**src/rtl/freq_div_ctrl_pkg.sv**
```systemverilog
// Shared types and sizing helpers for the frequency-divider configuration arbiter.
package freq_div_ctrl_pkg;

  typedef enum logic [2:0] {
    IDLE,
    STOP,
    LOAD,
    SETTLE,
    START
  } stateT;

  localparam int unsigned DIV_W_DEF         = 32;
  localparam int unsigned MIN_DIV           = 2;
  localparam int unsigned STOP_CYCLES_DEF   = 1;
  localparam int unsigned SETTLE_CYCLES_DEF = 2;

  // The counter is preloaded with (cycles - 1), so it only has to hold max-1.
  function automatic int unsigned seqCntW(input int unsigned stopCycles,
                                          input int unsigned settleCycles);
    int unsigned m;
    m = (stopCycles > settleCycles) ? stopCycles : settleCycles;
    return (m > 1) ? $clog2(m) : 1;
  endfunction

  localparam int unsigned SEQ_CNT_W = seqCntW(STOP_CYCLES_DEF, SETTLE_CYCLES_DEF);

endpackage

```
**src/rtl/rr_arbiter.sv**
```systemverilog
// Combinational round-robin pick: first set request at or after rr_ptr, wrapping.
module rr_arbiter #(
  parameter int unsigned N_REQ = 4
) (
  input  logic [N_REQ-1:0]         req,
  input  logic [$clog2(N_REQ)-1:0] rr_ptr,
  output logic                     grant_valid,
  output logic [$clog2(N_REQ)-1:0] grant_idx
);

  localparam int unsigned IDX_W = $clog2(N_REQ);

  int unsigned idx;

  always_comb begin
    grant_valid = 1'b0;
    grant_idx   = '0;
    idx         = 0;
    for (int unsigned k = 0; k < N_REQ; k++) begin
      idx = int'(rr_ptr) + k;
      if (idx >= N_REQ) idx = idx - N_REQ;
      if (!grant_valid && req[idx]) begin
        grant_valid = 1'b1;
        grant_idx   = IDX_W'(idx);
      end
    end
  end

endmodule

```
**src/rtl/freq_div_cfg_arbiter.sv**
```systemverilog
// Arbitrates divisor requests and sequences a shared FrequencyDivider: stop, load, settle, start.
module freq_div_cfg_arbiter
  import freq_div_ctrl_pkg::*;
#(
  parameter int unsigned N_REQ         = 4,
  parameter int unsigned DIV_W         = DIV_W_DEF,
  parameter int unsigned STOP_CYCLES   = STOP_CYCLES_DEF,
  parameter int unsigned SETTLE_CYCLES = SETTLE_CYCLES_DEF
) (
  input  logic                     Clk,
  input  logic                     Reset,
  input  logic                     run_en,
  input  logic [N_REQ-1:0]         req,
  input  logic [N_REQ*DIV_W-1:0]   req_div,
  output logic [N_REQ-1:0]         ack,
  output logic                     err,
  output logic                     busy,
  output logic [$clog2(N_REQ)-1:0] cur_owner,
  output logic [DIV_W-1:0]         cur_div,
  output logic [DIV_W-1:0]         div_Din,
  output logic                     div_ConfigDiv,
  output logic                     div_Enable
);

  localparam int unsigned IDX_W = $clog2(N_REQ);
  localparam int unsigned CNT_W = seqCntW(STOP_CYCLES, SETTLE_CYCLES);

  stateT             state, stateD;
  logic [CNT_W-1:0]  cnt, cntD;
  logic [IDX_W-1:0]  rrPtr, rrPtrD;
  logic              configured, configuredD;
  logic [DIV_W-1:0]  latchDiv, latchDivD;
  logic [IDX_W-1:0]  latchIdx, latchIdxD;

  logic [N_REQ-1:0]  ackD;
  logic              errD, busyD, cfgD, enD;
  logic [IDX_W-1:0]  curOwnerD;
  logic [DIV_W-1:0]  curDivD, dinD;

  logic              grantValid;
  logic [IDX_W-1:0]  grantIdx;
  logic [DIV_W-1:0]  grantDiv;
  int unsigned       ptrNext;

  rr_arbiter #(.N_REQ(N_REQ)) uArb (
    .req         (req),
    .rr_ptr      (rrPtr),
    .grant_valid (grantValid),
    .grant_idx   (grantIdx)
  );

  assign grantDiv = req_div[grantIdx*DIV_W +: DIV_W];

  // Outputs are registered from the next state, so each value appears during the cycle of
  // the state it belongs to. Sampling is held off while an ack is out so the acked requester
  // can drop req before it could be granted twice.
  always_comb begin
    stateD      = state;
    cntD        = cnt;
    rrPtrD      = rrPtr;
    configuredD = configured;
    latchDivD   = latchDiv;
    latchIdxD   = latchIdx;
    ackD        = '0;
    errD        = 1'b0;
    curOwnerD   = cur_owner;
    curDivD     = cur_div;
    dinD        = div_Din;
    cfgD        = 1'b0;
    enD         = 1'b0;
    ptrNext     = int'(grantIdx) + 1;
    if (ptrNext >= N_REQ) ptrNext = 0;

    case (state)
      IDLE: begin
        enD = run_en & configured;
        if (grantValid && (ack == '0)) begin
          rrPtrD = IDX_W'(ptrNext);
          if (grantDiv < DIV_W'(MIN_DIV)) begin
            ackD[grantIdx] = 1'b1;
            errD           = 1'b1;
          end else if (configured && (grantDiv == cur_div)) begin
            ackD[grantIdx] = 1'b1;
            curOwnerD      = grantIdx;
          end else begin
            latchDivD = grantDiv;
            latchIdxD = grantIdx;
            stateD    = STOP;
            cntD      = CNT_W'(STOP_CYCLES - 1);
            enD       = 1'b0;
          end
        end
      end
      STOP: begin
        if (cnt == '0) begin
          stateD = LOAD;
          cfgD   = 1'b1;
          dinD   = latchDiv;
        end else begin
          cntD = cnt - 1'b1;
        end
      end
      LOAD: begin
        stateD = SETTLE;
        cntD   = CNT_W'(SETTLE_CYCLES - 1);
      end
      SETTLE: begin
        if (cnt == '0) begin
          stateD         = START;
          ackD[latchIdx] = 1'b1;
          enD            = run_en;
        end else begin
          cntD = cnt - 1'b1;
        end
      end
      START: begin
        stateD      = IDLE;
        curDivD     = latchDiv;
        curOwnerD   = latchIdx;
        configuredD = 1'b1;
        enD         = run_en;
      end
      default: stateD = IDLE;
    endcase

    busyD = (stateD != IDLE);
  end

  always_ff @(posedge Clk) begin
    if (Reset) begin
      state         <= IDLE;
      cnt           <= '0;
      rrPtr         <= '0;
      configured    <= 1'b0;
      latchDiv      <= '0;
      latchIdx      <= '0;
      ack           <= '0;
      err           <= 1'b0;
      busy          <= 1'b0;
      cur_owner     <= '0;
      cur_div       <= '0;
      div_Din       <= '0;
      div_ConfigDiv <= 1'b0;
      div_Enable    <= 1'b0;
    end else begin
      state         <= stateD;
      cnt           <= cntD;
      rrPtr         <= rrPtrD;
      configured    <= configuredD;
      latchDiv      <= latchDivD;
      latchIdx      <= latchIdxD;
      ack           <= ackD;
      err           <= errD;
      busy          <= busyD;
      cur_owner     <= curOwnerD;
      cur_div       <= curDivD;
      div_Din       <= dinD;
      div_ConfigDiv <= cfgD;
      div_Enable    <= enD;
    end
  end

endmodule

```
**config.mk**
```make
export PLATFORM = sky130hd
export DESIGN_NAME = freq_div_cfg_arbiter
export DESIGN_NICKNAME = d
export VERILOG_FILES = /design/src/rtl/freq_div_ctrl_pkg.sv /design/src/rtl/rr_arbiter.sv /design/src/rtl/freq_div_cfg_arbiter.sv
export SDC_FILE = /design/constraint.sdc
export NUM_CORES = 1
export LEC_CHECK = 0
export ABC_CLOCK_PERIOD_IN_PS = 5900
export CORE_MARGIN = 2
export CORE_UTILIZATION = 40
export DETAILED_ROUTE_END_ITERATION = 16
export PLACE_DENSITY = 0.74
export SYNTH_ARGS = -nofsm -noshare
export SYNTH_HDL_FRONTEND = slang
export SYNTH_HIERARCHICAL = 1
export SYNTH_SLANG_ARGS = --single-unit
export TNS_END_PERCENT = 30
```
**constraint.sdc**
```tcl
create_clock -name Clk -period 5.9 [get_ports Clk]
set_input_delay 1.18 -clock Clk [delete_from_list [all_inputs] [get_ports Clk]]
set_output_delay 1.18 -clock Clk [all_outputs]
set_load 0.02 [all_outputs]
```
# After elaboration in Yosys (flattened, before gate mapping)
# Cells that the tools add are included.
[word_totals]
out_inout_bits = 74
reg_bits = 115
in_bits = 135
wordCells = 129
[op_classes]
eq_ne = 9
n_reduce_logical = 23
addsub = 9
shifts = 1
order_cmp = 14
mux = 52
n_bitwise = 7
[op_table]
columns = ["cell", "n"]
rows = [
  ["$lt A32 B3 Y1 const B", 4],
  ["$mux W32", 4],
  ["$shiftx A128 B8 Y32", 1],
  ["$ge A32 B3 Y1 const B", 3],
  ["$sub A32 B3 Y32 const B", 3],
  ["$eq A32 B32 Y1", 1],
  ["$lt A32 B2 Y1 const B", 1],
  ["$mux W1", 20],
  ["$mux W2", 8],
  ["$mux W4", 4],
  ["$mux W3", 5],
  ["$pmux W3 S4", 1],
  ["$reduce_and A4 Y1", 3],
  ["$bmux W1 S2", 4],
  ["$ne A2 B2 Y1 const B", 4],
  ["$pmux W4 S2", 1],
  ["$logic_and A1 B1 Y1", 7],
  ["$add A2 B1 Y3 const B", 2],
  ["$add A2 B2 Y3 const B", 2],
  ["$eq A3 B2 Y1 const B", 2],
  ["$lt A2 B3 Y1 const B", 2],
  ["$not A1 Y1", 6],
  ["$pmux W1 S3", 2],
  ["$reduce_bool A3 Y1", 2],
  ["17 further kinds", 23],
]

# Longest topological paths before layout
[logic_depth]
word_depth = 22
depth_mapped = 17
ltp_nobuf = 11

# By module
# The synthesis kept the hierarchy.
[by_module_without_submodules]
columns = ["mod", "n_inst", "seq_area_each_um2", "area_each_um2", "cells_each"]
rows = [
  ["freq_div_cfg_arbiter", 1, 2302.2, 5736.8, 626],
  ["rr_arbiter", 1, 0.0, 77.6, 15],
]

# Least setup slack after synthesis
# OpenSTA, ideal clock, no wires.
[synth_path]
path_type = "input -> register"
start = "in req[1]"
end = "reg latchDiv[7]"
required_ns = 5.772
t_arrival_ns = 4.539
path_stages = 13
setup_slack_ns = 1.233
setup_ns = 0.128
path_cell_list = "inv_1 -> a221o_1 -> a21oi_1 -> mux4_2 -> nor2b_1 -> or4_1 -> or4_1 -> nor4_2 -> a211o_2 -> buf_12 -> buf_12 -> mux2i_1 -> nor2_1"
[synth_between]
elab_chain_len = 17
word_cells_on_any_way = 30
[synth_lines]
columns = ["item", "line_no", "rtl"]
rows = [
  ["start: declaration", "freq_div_cfg_arbiter.sv:13", "input logic [N_REQ-1:0] req,"],
  ["$bmux W1 S2", "rr_arbiter.sv:22", "if (!grant_valid && req[idx]) begin"],
  ["$mux W1 (implied by the code)", "rr_arbiter.sv:22", ""],
  ["$mux W1", "rr_arbiter.sv:22", ""],
  ["$logic_not A1 Y1", "rr_arbiter.sv:22", ""],
  ["$logic_and A1 B1 Y1", "rr_arbiter.sv:22", ""],
  ["$mux W1", "rr_arbiter.sv:22", ""],
  ["$logic_not A1 Y1", "rr_arbiter.sv:22", ""],
  ["$logic_and A1 B1 Y1", "rr_arbiter.sv:22", ""],
  ["$mux W1", "rr_arbiter.sv:22", ""],
  ["$logic_not A1 Y1", "rr_arbiter.sv:22", ""],
  ["$logic_and A1 B1 Y1", "rr_arbiter.sv:22", ""],
  ["$mux W2 *", "rr_arbiter.sv:22", ""],
  ["net grantIdx[0]", "freq_div_cfg_arbiter.sv:41", "logic [IDX_W-1:0] grantIdx;"],
  ["$shiftx A128 B8 Y32 *", "freq_div_cfg_arbiter.sv:52", "assign grantDiv = req_div[grantIdx*DIV_W +: DIV_W];"],
  ["parallel branches: the longest is 4 deep, another holds $lt A32 B2 Y1", "-", ""],
  ["end signal: assignment", "freq_div_cfg_arbiter.sv:150", "latchDiv <= latchDivD;"],
  ["end: declaration", "freq_div_cfg_arbiter.sv:32", "logic [DIV_W-1:0] latchDiv, latchDivD;"],
]
# Mark *: on every way through the listed nets, which the timed path passes. The select of a mux whose other input is x is not followed.
# A chain may end at the register's enable or synchronous reset.

# Worst setup path after layout
[layout_path]
start = "in req[1]"
end = "reg latchDiv[9]"
# Same word-level chain as after synthesis.

==> results.py <==
metrics = {
    "run_status": {
        "run_status": "finished, final reports clean",
    },
    "synthesis": {
        "synth_compound_area_share_pct": 10.7,
        "avgSynthCellArea_um2": 9.07,
        "yosysTopAreaCellShare_pct": 39.6,
        "synthSimpleGateAreaFrac_pct": 17.9,
        "syn_inst": 641,
        "synth_top_family_by_area": "multiplexers",
        "ys_types": 55,
        "synthArstFlopShare_pct": 0,
        "synth_warnings": 6,
        "yosys.area.top_type": "dfxtp_1",
        "yosys-top-cells-area": "dfxtp_1 40%, mux2i_1 12%, nand2_1 9.2%",
        "ys_ff_latch": 115,
        "yosys_most_used_dff": "dfxtp_1",
        "synth_common_cells": "142 x nand2_1, 115 x dfxtp_1, 72 x mux2i_1",
        "synthAdderAreaFrac_pct": 1.08,
        "synth_area_um2": 5810,
        "synth.area.mux_share_pct": 21.5,
        "yosysMostFrequentCell": "nand2_1",
        "yosys.area_share.xor_xnor_pct": 3.77,
        "synth-edff-count": 0,
        "seq_area_frac_synth_pct": 39.6,
        "synth_nets": 781,
    },
    "detailed_routing": {
        "drtAntennaViolNets": 0,
        "routed_wl_um": 19700,
        "avgRoutedWirePerCell_um": 19.1,
        "drc": 0,
        "drtIter0Drc": 504,
        "vias": 5591,
        "vias_per_cell": 5.41,
        "drtPass1Iterations": 5,
    },
    "placement": {
        "io_buffers": 208,
        "place_hpwl_um": 14800,
        "gp_congestion": 0.873,
    },
    "grt": {
        "grtUsageTotal_pct": 25.2,
        "antenna_found_initial": 0,
        "grt_pass1_vias": 5608,
        "grt_pass1_wl_um": 30700,
        "gr-total-overflow": 0,
        "grt_max_degree": 102,
    },
    "sta": {
        "setup-violations-final": 0,
        "slew_headroom_pct": 20.7,
        "finalSetupTns_ps": 0,
        "hold_viol": 0,
        "period_share_pct": 84.3,
        "fin_crit_ps": 4970,
        "max_freq_mhz": 201,
        "tightest_slew_ps": 1190,
        "final.setup_skew_ps": 9.43,
        "rsz0062_at_grt": "no",
        "slew_violations": 0,
    },
    "worst_setup_path": {
        "critPathMaxStageDelay_ps": 510,
        "crit_fanout": 39,
        "cp-start-kind": "primary input",
        "path_cells": "clkdlybuf4s50_1 > inv_1 > a221o_1 > a21oi_4 > buf_12 > mux2i_1 > o32ai_1 > or4_1 > or4_1 > nor4_2 > a211o_2 > buf_12 > mux2i_1 > nor2_1",
        "cp.required_ps": 6160,
        "cpMaxStageDelayCell": "clkdlybuf4s50_1",
        "critPathCaptureType": "register",
        "crit_buf_inv": 4,
        "arrival_ps": 5230,
        "path_class": "primary input to register",
        "critPathTopFamily": "simple AND/OR/NAND/NOR gates",
    },
    "clock_tree": {
        "post_cts_buffers": 0,
        "clk_latency_ps": 420,
        "cts_sinks": 115,
        "cts_root_buf": "clkbuf_16",
        "clk_pin_slew_worst_paths_ps": 50,
        "cts_tree": "done",
        "cts_buffers": 17,
        "cts_resized": 0,
        "cts_hold_buf": 0,
        "cts_buffer_depth": 2,
        "cts_max_level": 4,
    },
    "layout": {
        "drive_gt1_share_pct": 8.72,
        "final_nets": 976,
        "syn_to_final_growth_pct": 47.0,
        "postLayoutCoreUtil_pct": 59.5,
        "antenna_cells_inserted": 0,
    },
    "floorplanning": {
        "fp.dieW_um": 125,
        "core_area_um2": 14400,
        "fp-row-count": 44,
        "die_y_um": 125,
        "io_pins": 209,
        "die_area_um2": 15500,
        "initial_core_util_pct": 40.5,
    },
    "power": {
        "power_density_nw_per_um2": 431,
        "power_leakage_nw": 3.17,
        "max-vdd-ir-drop_mv": 0.239,
        "finalPower_w": 0.00369,
    },
    "min_path": {
        "hp-class": "register to register",
    },
    "job": {
        "maxCapViolations": 0,
    },
}
## routing by layer
metal	vias to the layer above	wire length, µm	global-route usage, %
li1	2641	-	-
met5	-	0	0
met1	2642	8180	31.8
met2	270	9530	41.7
met3	38	1450	5.84
met4	0	548	9.91
## power breakdown
group / total [W] / switching, W / internal (W)
registers: 0.00109 / 0.000144 / 0.000946
clock network: 0.000983 / 0.000357 / 0.000626
logic: 0.00161 / 0.000893 / 0.000722
## area by class of cell
class	instances	area [µm²]
repair buffers	218	2180
fillers	1237	5820
multi-input cells	471	3230
inverters	13	48.8
flip-flops and latches	115	2300
well taps	184	230
clock inverters	11	111
clock buffers	21	450
## cells in the final DEF, fill, tap and decap left out, types with 14 or more instances in the layout
cell,Yosys,layout
a21oi_1,71,69
clkbuf_16,0,17
clkdlybuf4s50_1,0,207
dfxtp_1,115,115
mux2i_1,72,72
mux4_2,23,23
nand2_1,142,142
nor2_1,46,46
xnor2_1,14,14
## sequential cells by signal (all words and copies together), names as in the netlist
name           count
latchDiv          32
rrPtr              2
cur_div           32
div_Enable         1
busy               1
div_ConfigDiv      1
state              3
latchIdx           2
div_Din           32
cnt                1
configured         1
ack                4
cur_owner          2
err                1
## stage by stage
stage	setup slack [ps]	cell area [µm²]	hold slack, ps	std cells
floorplan	1230	5810	445	641
global placement	681	7990	442	1001
detailed placement	589	7990	447	1001
CTS	980	8550	454	1033
global route	748	8550	472	1033
finish	929	8550	451	1033
## worst paths after layout
kind | depth (start not counted) | slack (ps) | to | from
max | 14 | 930 | latchDiv[9] | req[1]
min | 2 | 450 | div_Din[2] | div_Din[2]
max reg2reg | 13 | 1880 | latchDiv[9] | rrPtr[0]
min reg2reg | 2 | 450 | div_Din[2] | div_Din[2]
## cell families after synthesis
kind of cell             count (synthesis)
buffers and inverters                   55
AO/OA/AOI/OAI                          105
flip-flops                             115
adder cells (fa/ha/maj)                  5
AND/OR/NAND/NOR                        240
multiplexers                            96
XOR/XNOR                                25
## worst register-to-register path, stage by stage, from the launching register on
cell and delay [ps]:
dfxtp_1 370, inv_2 50, a221o_1 360, a21oi_4 230, buf_12 300, mux2i_1 440
o32ai_1 190, or4_1 400, or4_1 430, nor4_2 360, a211o_2 230, buf_12 220
mux2i_1 250, nor2_1 50
No activity file was read; power rests on OpenSTA's default activity.
